`src/rtl/pps_pkg.sv`:
```
// Shared definitions for the pps_multi_blink LED blinker: counter width and the
// duty-to-threshold conversion used by every channel.
package pps_pkg;

  localparam int CW = 32;

  typedef logic [CW-1:0] cnt_t;

  // Threshold in clock cycles for a duty value: (duty * rate) >> bits.
  // The product is formed at 64 bits, so any duty up to 32 bits times a
  // 32-bit rate fits before the shift and the final truncation.
  function automatic cnt_t duty_to_thr(input logic [31:0] duty,
                                       input logic [31:0] rate,
                                       input int unsigned bits);
    logic [63:0] prod;
    prod = 64'(duty) * 64'(rate);
    return cnt_t'(prod >> bits);
  endfunction

endpackage

```
`src/rtl/pps_multi_blink_if.sv`:
```
// Duty write port of pps_multi_blink: a single strobe, channel index and duty value,
// always accepted with no backpressure.
interface pps_multi_blink_if #(
    parameter int NCHAN     = 4,
    parameter int DUTY_BITS = 8
);
    localparam int CHW = (NCHAN > 1) ? $clog2(NCHAN) : 1;

    logic                 wr_stb;
    logic [CHW-1:0]       wr_chan;
    logic [DUTY_BITS-1:0] wr_duty;

    modport master (output wr_stb, wr_chan, wr_duty);
    modport slave  (input  wr_stb, wr_chan, wr_duty);
endinterface

```
`src/rtl/pps_chan.sv`:
```
// One LED channel: double-buffered duty (pending -> active at the frame wrap),
// threshold compare against the shared counter, and the registered LED output.
module pps_chan
    import pps_pkg::*;
#(
    parameter int unsigned CLOCK_RATE_HZ = 50_000_000,
    parameter int unsigned DUTY_BITS     = 8,
    parameter int unsigned DEFAULT_DUTY  = 128
) (
    input  logic                 i_clk,
    input  logic                 i_reset,
    input  cnt_t                 counter_next,
    input  logic                 wrap,
    input  logic                 wr_en,
    input  logic [DUTY_BITS-1:0] wr_duty,
    output logic                 o_led
);

    localparam logic [DUTY_BITS-1:0] DUTY_MAX = '1;
    localparam logic [DUTY_BITS-1:0] DUTY_RST = DUTY_BITS'(DEFAULT_DUTY);

    logic [DUTY_BITS-1:0] pending, pending_next;
    logic [DUTY_BITS-1:0] active_duty, active_duty_next;
    cnt_t                 active_thr, active_thr_next;
    logic                 led_next;

    // A write on the wrap cycle reaches the commit through pending_next, so it
    // lands in the frame that is just starting rather than one frame later.
    always_comb begin
        // NOTE: every signal assigned here gets a default first, so no latch is inferred.
        pending_next     = wr_en ? wr_duty : pending;
        active_duty_next = active_duty;
        active_thr_next  = active_thr;
        if (wrap) begin
            active_duty_next = pending_next;
            active_thr_next  = duty_to_thr(32'(pending_next), 32'(CLOCK_RATE_HZ), DUTY_BITS);
        end
        // Full-scale duty is forced on; its threshold is a few cycles short of a frame.
        led_next = (active_duty_next == DUTY_MAX) || (counter_next < active_thr_next);
    end

    always_ff @(posedge i_clk) begin
        // NOTE: state registers use non-blocking assignments so every flop samples pre-edge values.
        if (i_reset) begin
            pending     <= DUTY_RST;
            active_duty <= '0;
            active_thr  <= '0;
            o_led       <= 1'b0;
        end else begin
            pending     <= pending_next;
            active_duty <= active_duty_next;
            active_thr  <= active_thr_next;
            o_led       <= led_next;
        end
    end

`ifdef FORMAL
    a_thr_on_wrap: assert property (@(posedge i_clk)
        (!$past(wrap) && !$past(i_reset)) |-> $stable(active_thr));
`endif

endmodule

```
`src/rtl/pps_multi_blink.sv`:
```
// Multi-channel 1 Hz LED blinker: shared frame prescaler, 1 Hz strobe and per-channel
// duty outputs. Define PPS_SYNC_EN to add the i_pps_sync external frame-alignment input.
module pps_multi_blink
    import pps_pkg::*;
#(
    parameter int unsigned CLOCK_RATE_HZ = 50_000_000,
    parameter int unsigned NCHAN         = 4,
    parameter int unsigned DUTY_BITS     = 8,
    parameter int unsigned DEFAULT_DUTY  = 128
) (
    input  logic             i_clk,
    input  logic             i_reset,
`ifdef PPS_SYNC_EN
    input  logic             i_pps_sync,
`endif
    pps_multi_blink_if.slave wr,
    output logic [NCHAN-1:0] o_led,
    output logic             o_pps
);

    localparam cnt_t LAST = cnt_t'(CLOCK_RATE_HZ - 1);

    cnt_t counter, counter_next;
    logic wrap;
    logic force_wrap;

`ifdef PPS_SYNC_EN
    // Two synchroniser stages plus one history bit for the rising-edge detect.
    logic [2:0] sync_q;
    logic       force_q;

    always_ff @(posedge i_clk) begin
        if (i_reset) begin
            sync_q  <= '0;
            force_q <= 1'b0;
        end else begin
            sync_q  <= {sync_q[1:0], i_pps_sync};
            force_q <= sync_q[1] & ~sync_q[2];
        end
    end

    // A forced wrap right after a wrap would start a second frame of length one,
    // so an edge landing on the natural wrap yields a single strobe.
    assign force_wrap = force_q & ~o_pps;
`else
    assign force_wrap = 1'b0;
`endif

    always_comb begin
        wrap         = (counter == LAST) || force_wrap;
        counter_next = wrap ? '0 : counter + 1'b1;
    end

    always_ff @(posedge i_clk) begin
        if (i_reset) begin
            counter <= '0;
            o_pps   <= 1'b0;
        end else begin
            counter <= counter_next;
            o_pps   <= wrap;
        end
    end

    // Out-of-range channel indices match no channel and are dropped.
    for (genvar c = 0; c < NCHAN; c++) begin : g_chan
        logic wr_en;
        assign wr_en = wr.wr_stb && (int'(wr.wr_chan) == c);

        pps_chan #(
            .CLOCK_RATE_HZ (CLOCK_RATE_HZ),
            .DUTY_BITS     (DUTY_BITS),
            .DEFAULT_DUTY  (DEFAULT_DUTY)
        ) u_chan (
            .i_clk        (i_clk),
            .i_reset      (i_reset),
            .counter_next (counter_next),
            .wrap         (wrap),
            .wr_en        (wr_en),
            .wr_duty      (wr.wr_duty),
            .o_led        (o_led[c])
        );
    end

`ifdef FORMAL
    always_ff @(posedge i_clk) begin
        if (!i_reset) begin
            a_cnt_range: assert (counter < CLOCK_RATE_HZ);
            if (o_pps) a_pps_zero: assert (counter == '0);
        end
    end
`endif

endmodule

```
`src/flat_wrapper.sv`:
```
// flat-port wrapper written by rule: the top's interface ports become plain ports
module pps_multi_blink_flat import pps_pkg::*;
#(
    parameter int unsigned CLOCK_RATE_HZ = 50_000_000,
    parameter int unsigned NCHAN         = 4,
    parameter int unsigned DUTY_BITS     = 8,
    parameter int unsigned DEFAULT_DUTY  = 128
)
  (i_clk, i_reset, o_led, o_pps, wr_wr_stb, wr_wr_chan, wr_wr_duty);
  pps_multi_blink_if #(.NCHAN(NCHAN), .DUTY_BITS(DUTY_BITS)) wr_i ();
  input  logic i_clk;
  input  logic i_reset;
  output logic [NCHAN-1:0] o_led;
  output logic o_pps;
  input wire logic [$bits(wr_i.wr_stb)-1:0] wr_wr_stb;
  input wire logic [$bits(wr_i.wr_chan)-1:0] wr_wr_chan;
  input wire logic [$bits(wr_i.wr_duty)-1:0] wr_wr_duty;
  assign wr_i.wr_stb = wr_wr_stb;
  assign wr_i.wr_chan = wr_wr_chan;
  assign wr_i.wr_duty = wr_wr_duty;
  pps_multi_blink #(.CLOCK_RATE_HZ(CLOCK_RATE_HZ), .NCHAN(NCHAN), .DUTY_BITS(DUTY_BITS), .DEFAULT_DUTY(DEFAULT_DUTY)) u_core (.i_clk(i_clk), .i_reset(i_reset), .wr(wr_i), .o_led(o_led), .o_pps(o_pps));
endmodule
```
`config.mk`:
```
export PLATFORM = sky130hd
export DESIGN_NAME = pps_multi_blink_flat
export DESIGN_NICKNAME = d
export VERILOG_FILES = /design/src/rtl/pps_pkg.sv /design/src/rtl/pps_multi_blink_if.sv /design/src/rtl/pps_chan.sv /design/src/rtl/pps_multi_blink.sv /design/src/flat_wrapper.sv
export SDC_FILE = /design/constraint.sdc
export NUM_CORES = 1
export LEC_CHECK = 0
export BUFFER_PORTS_ARGS = -buffer_cell sky130_fd_sc_hd__buf_4
export CORE_ASPECT_RATIO = 0.9
export CORE_MARGIN = 3
export CORE_UTILIZATION = 35
export CTS_CLUSTER_DIAMETER = 100
export DETAILED_ROUTE_END_ITERATION = 16
export GPL_TIMING_DRIVEN = 1
export PLACE_DENSITY = 0.49
export SLEW_MARGIN = 20
export SYNTH_ARGS = -nofsm -noshare
export SYNTH_HDL_FRONTEND = slang
export SYNTH_SLANG_ARGS = --single-unit
```
`constraint.sdc`:
```
create_clock -name i_clk -period 14.8 [get_ports i_clk]
set_input_delay 1.48 -clock i_clk [delete_from_list [all_inputs] [get_ports i_clk]]
set_output_delay 1.48 -clock i_clk [all_outputs]
set_load 0.05 [all_outputs]
```
======== Word level (Yosys, flattened, before mapping) ========
Cells that the tools add are included.
storage, ports and cells
  bits in registers ....................... 229
  output and inout bits ................... 5
  logic and storage cells ................. 57
  input port bits ......................... 13
operators by class
  equality and inequality tests ........... 8
  add/subtract/negate cells ............... 1
  multipliers ............................. 4
  reduce and logical (&&, ||, !) cells .... 9
  magnitude comparators ................... 4
  multiplexer cells ....................... 13
operators by type and width
  operator                 count
  $mux W32                 5
  $lt A32 B32 Y1           4
  $mul A8 B19 Y27 const B  4
  $mux W8                  8
  $add A32 B1 Y32 const B  1
  $eq A32 B26 Y1 const B   1
  $eq A8 B8 Y1 const B     4
  $eq A2 B2 Y1 const B     2
  $logic_and A1 B1 Y1      4
  $logic_or A1 B1 Y1       4
  $eq A2 B1 Y1 const B     1
  $logic_not A2 Y1         1

======== Longest topological paths before layout ========
  word-level depth ........................ 7
  mapped depth ............................ 31
  gate-level depth less buffers ........... 30

======== Modules after synthesis ========
A second synthesis with hierarchy kept.
second synthesis, totals
  cell total of the unflattened synthesis .. 2422
  area, all modules ....................... 21594.5 um^2
by module, submodules not included
  module                               instances  cells an instance  sequential area each (um^2)  area an instance (um^2)
  pps_chan at u_core.g_chan[1].u_chan  1          550                980.9                        5014.8
  pps_chan at u_core.g_chan[0].u_chan  1          567                980.9                        5004.8
  pps_chan at u_core.g_chan[2].u_chan  1          546                980.9                        4899.7
  pps_chan at u_core.g_chan[3].u_chan  1          535                980.9                        4864.7
  pps_multi_blink                      1          224                660.6                        1810.5

======== Least setup slack after synthesis ========
No wires, ideal clock.
  path type ............................... input to register
  start ................................... input port wr_wr_chan[1]
  end ..................................... register u_core.g_chan[3].u_chan.o_led
  path buffers ............................ 1
  cell stages on the path ................. 28
  library setup time ...................... 71 ps
  required time ........................... 14729 ps
  data arrival time ....................... 8035 ps
  slack ................................... 6695 ps
  cell sequence ........................... nand3_1 > clkbuf_1 > mux2i_1 > inv_1 > fa_1 > inv_1 > fa_1 > inv_1 > fa_1 > inv_1 > fa_1 > inv_1 > ha_1 > a21oi_1 > o21ai_0 > a21oi_1 > a21oi_1 > or2_2 > o31ai_1 > mux2i_1 > and2_1 > ha_1 > nand4_1 > nor3_1 > a2111oi_0 > o21ai_0 > or4b_2 > o21bai_1
between the ends
  word-level cells in the longest chain between the ends .. 7
  elaborated cells on any way between the ends .. 9
  those cells by class .................... mul (1); order compare (1); eq/ne (2); mux (3); reduce/logical (2)
RTL lines
  element                                      RTL line               source
  from (decl)                                  flat_wrapper.sv:16     input wire logic [$bits(wr_i.wr_chan)-1:0] wr_wr_chan;
  $eq A2 B1 Y1 *                               pps_multi_blink.sv:67  assign wr_en = wr.wr_stb && (int'(wr.wr_chan) == c);
  $logic_and A1 B1 Y1 *                        pps_multi_blink.sv:67
  $mux W8 *                                    pps_chan.sv:31         pending_next = wr_en ? wr_duty : pending;
  net u_core.g_chan[3].u_chan.pending_next[3]  pps_chan.sv:22         logic [DUTY_BITS-1:0] pending, pending_next;
  $mul A8 B19 Y27                              pps_pkg.sv:16          prod = 64'(duty) * 64'(rate);
  $mux W32                                     pps_chan.sv:34         if (wrap) begin
  $lt A32 B32 Y1                               pps_chan.sv:39         led_next = (active_duty_next == DUTY_MAX) || (counter_next < active_thr_next);
  $logic_or A1 B1 Y1 *                         pps_chan.sv:39
  to (signal assigned)                         pps_chan.sv:53         o_led <= led_next;
  to (decl)                                    pps_chan.sv:16         output logic o_led
The timed path passes the listed nets; every way through them passes the cells marked *.
A chain may end at the register's enable or synchronous reset.

======== Final worst setup path ========
Same ends and word-level chain as after synthesis.

==> impl_metrics.csv <==
group,metric,value,unit
logic_synthesis,synth_enable_flop_cells,0,
placed_design,dpl_cell_area,21730,um^2
drt,num_vias,16020,
drt,route.final.wire_length,58.68,mm
floorplan,placementRows,83,
layout,flow.area_growth_from_synthesis,9.970,%
setup_path,worstSetupEndpointType,"register",
setup_path,crit_required,15.30,ns
grt,grt_antenna_before_repair,0,
grt,grt_pass1_vias,16380,
drt,via_per_inst,5.090,
drt,detailedRoute.firstPassIterationCount,5,
power,power.switching,0.001004,W
setup_path,cpLargestDelayFamily,"adder cells",
power,cell_internal_pwr,0.001551,W
timing,maxSlewViolCount,0,
logic_synthesis,syn_inst,2348,
placed_design,hpwl,45.91,mm
logic_synthesis,synth-async-reset-ratio,0,%
drt,starting_drc_count_in_detailed_routing,1012,
floorplan,dieArea,62080,um^2
floorplan,io-pin-count,18,
timing,final-hold-violation-count,0,
setup_path,cpMaxStageDelayCell,"a2111oi_1",
timing,grt_setup_unrepaired,"false",
logic_synthesis,syn_nets,2843,
cts,cts.hold.buffers_added,0,
setup_path,worst-endpoint-arrival,10.05,ns
timing,part_of_the_cycle_the_worst_path_needs,64.57,%
timing,fin_crit_period,9.556,ns
cts,clock_sink_count,229,
layout,final_layout_size_suffix_gt1_share,5.120,%
placed_design,gp_congestion,0.8648,
drt,post-route-drc-count,0,
logic_synthesis,ys_warn_count,0,
timing,fin_setup_tns,0,ns
power,clockPowerShare,29.6,%
cts,post-cts-setup-buffers,0,
logic_synthesis,post_synth_instance_area,20690,um^2
logic_synthesis,synth_cell_types,77,
timing,clock_skew,0.01871,ns
timing,max_freq,104.6,MHz
power,power-per-cell-area,112.3,nW/um^2
power,switching_share,39.30,%
floorplan,core,57740,um^2
setup_path,critical-path-top-cell-by-count,"inv_1",
grt,grt_start_max_net_pins,72,
cts,post_cts.resized_instances,0,
layout,post-route-cell-area,22760,um^2
cts,worst_skew_pair.late_latency,0.57,ns
layout,nets,2855,
cts,clock_path_buffers,3,
min_path,min-delay-path-class,"register to register",
grt,track_usage,18.97,%
cts,cts_tree,"done",
logic_synthesis,syn_area_per_cell,8.813,um^2
timing,actual_transition_at_the_worst_max_transition_pin,1.137,ns
power,power_frac_comb,45.9,%
cts,cts.root.buffer_cell,"clkbuf_16",
grt,grt_overflow,0,
setup_path,crit_path_max_fanout,10,
logic_synthesis,postSynth.topFlopCell,"dfxtp_1",
setup_path,critical_path_class,"input port to register",
outcome,status,"completed",
floorplan,vertical_die_dimension,236.7,um
setup_path,critPathLaunchType,"input port",
drt,drt-wirelength-per-cell,18.64,um
drt,postRouteAntennaNets,0,
setup_path,critical-path-max-stage-delay,0.84,ns
logic_synthesis,ys_seq_area_share,22.15,%
floorplan,floorplan.initialDensity,35.84,%
power,sequentialPowerShare,24.5,%
grt,grt_pass1_wl,93.98,mm
placed_design,port-buffer-count,17,
cts,cts_made_buffers,30,
power,power,0.002555,W
timing,timing.final.setup_violations,0,
job,maxCapViolations,0,
layout,antenna_cells,0,
cts,htreeDepth,1,
power,vdd_ir_drop_max,74.19,uV
timing,slew_headroom,23.63,%
logic_synthesis,synth-seq-cells,229,
power,power.leakage,11.36,nW
setup_path,cp_num_buf_inv,6,
floorplan,dieWidth,262.3,um
cts,clk_pin_slew,0.06,ns
cell usage after synthesis (16+ instances only):
master / n / share of area [%]
ha_1: 321 / 19
nor2_1: 245 / 4.4
mux2i_1: 79 / 3.8
o21ai_0: 72 / 1.7
nand4_1: 34 / 1.0
a21oi_1: 141 / 3.4
inv_1: 374 / 6.8
o21bai_1: 16 / 0.58
a211oi_1: 28 / 1.0
fa_1: 161 / 16
xnor2_1: 47 / 2.0
and3_1: 20 / 0.60
nand3_1: 35 / 0.85
xor2_1: 39 / 1.7
nand2_1: 114 / 2.1
dfxtp_1: 229 / 22
nor3_1: 28 / 0.68
and2_1: 51 / 1.5
clkbuf_1: 40 / 0.73
a21o_1: 56 / 2.0
flip-flops by register name, indices dropped and copies added, names as in the netlist:
signal	cells
u_core.g_chan.u_chan.o_led	4
u_core.g_chan.u_chan.active_duty	32
u_core.o_pps	1
u_core.g_chan.u_chan.pending	32
u_core.g_chan.u_chan.active_thr	128
u_core.counter	32
layer usage:
metal	wire [um]	GRT usage (%)
met1	29070	27.07
met2	26440	31.05
met3	2243	2.535
met5	0	0
met4	931	3.090
final timing paths:
path / from / endpoint / slack (ns) / depth (start not counted)
setup reg to reg: u_core.g_chan[3].u_chan.pending[3]$_SDFF_PP0_ / u_core.g_chan[3].u_chan.o_led$_SDFF_PP0_ / 6.54 / 26
hold / removal: u_core.g_chan[2].u_chan.active_thr[24]$_SDFF_PP0_ / u_core.g_chan[2].u_chan.active_thr[24]$_SDFF_PP0_ / 0.45 / 2
hold reg to reg: u_core.g_chan[2].u_chan.active_thr[24]$_SDFF_PP0_ / u_core.g_chan[2].u_chan.active_thr[24]$_SDFF_PP0_ / 0.45 / 2
setup / recovery: wr_wr_chan[1] / u_core.g_chan[3].u_chan.o_led$_SDFF_PP0_ / 5.24 / 28
cells by family after synthesis:
| kind of cell | Yosys count | synth area share [%] |
|---|---|---|
| xor+xnor | 86 | 3.640 |
| mux | 82 | 3.985 |
| flops | 229 | 22.15 |
| simple gates | 615 | 14.40 |
| compound gates | 415 | 12.72 |
| fa+ha+maj | 482 | 34.98 |
| buf+inv | 439 | 8.126 |
worst reg2reg max path, stage by stage, from the launching register on:
cell and delay (ns):
dfxtp_1 0.30, mux2i_1 0.44, inv_1 0.26, fa_1 0.70
inv_1 0.09, fa_1 0.55, inv_1 0.09, fa_1 0.55
inv_1 0.06, fa_1 0.53, inv_1 0.04, ha_1 0.36
a21oi_1 0.16, o21ai_0 0.12, a21oi_1 0.21, a21oi_1 0.12
or2_2 0.30, o31ai_1 0.29, mux2i_1 0.29, and2_1 0.17
ha_1 0.23, nand4_1 0.13, nor3_1 0.12, a2111oi_1 0.84
o21ai_0 0.39, or4b_2 0.70, o21bai_1 0.16
area by class of cell:
class	count	area, um^2
clock buffer	42	835.8
sequential	229	4584
inverter	374	1404
multi-input combinational	1680	14440
timing repair buffer	45	341.6
tap	765	957.2
clock inverter	13	190.2
fill	5783	34980
cell usage in the layout (no fill, tap or decap), types with 11 or more instances in the layout:
cell type,instances
a31oi_1,13
mux2i_1,79
o21ai_0,71
inv_1,374
clkbuf_16,30
nor2_1,244
xor2_1,39
nor3_1,27
nor2b_1,15
nor4_1,11
o21bai_1,16
nand3_1,35
nand2_1,114
a211oi_1,28
o21a_1,15
a21oi_1,141
ha_1,321
a21o_1,56
buf_4,44
dfxtp_1,229
and3_1,20
and2_1,51
nand4_1,34
xnor2_1,47
fa_1,161
nand2b_1,12
power groups by stage:
stage,Sequential (W),Clock [W],Combinational (W)
floorplan,0.000637,0,0.000879
global placement,0.000639,0,0.00116
detailed placement,0.000639,0,0.00117
CTS,0.000626,0.000775,0.00119
global route,0.000626,0.000801,0.00135
finish,0.000626,0.000755,0.00117
metrics by stage:
stage	util [%]	setup WS, ns	hold slack [ns]	instances
after floorplan	-	6.695	0.4249	2348
after global placement	37.63	4.397	0.4368	3093
after detailed placement	37.64	4.811	0.4439	3093
after CTS	39.41	5.343	0.4553	3148
after global routing	39.41	4.864	0.4640	3148
final	39.41	5.244	0.4515	3148
No activity file was read; power rests on OpenSTA's default activity.
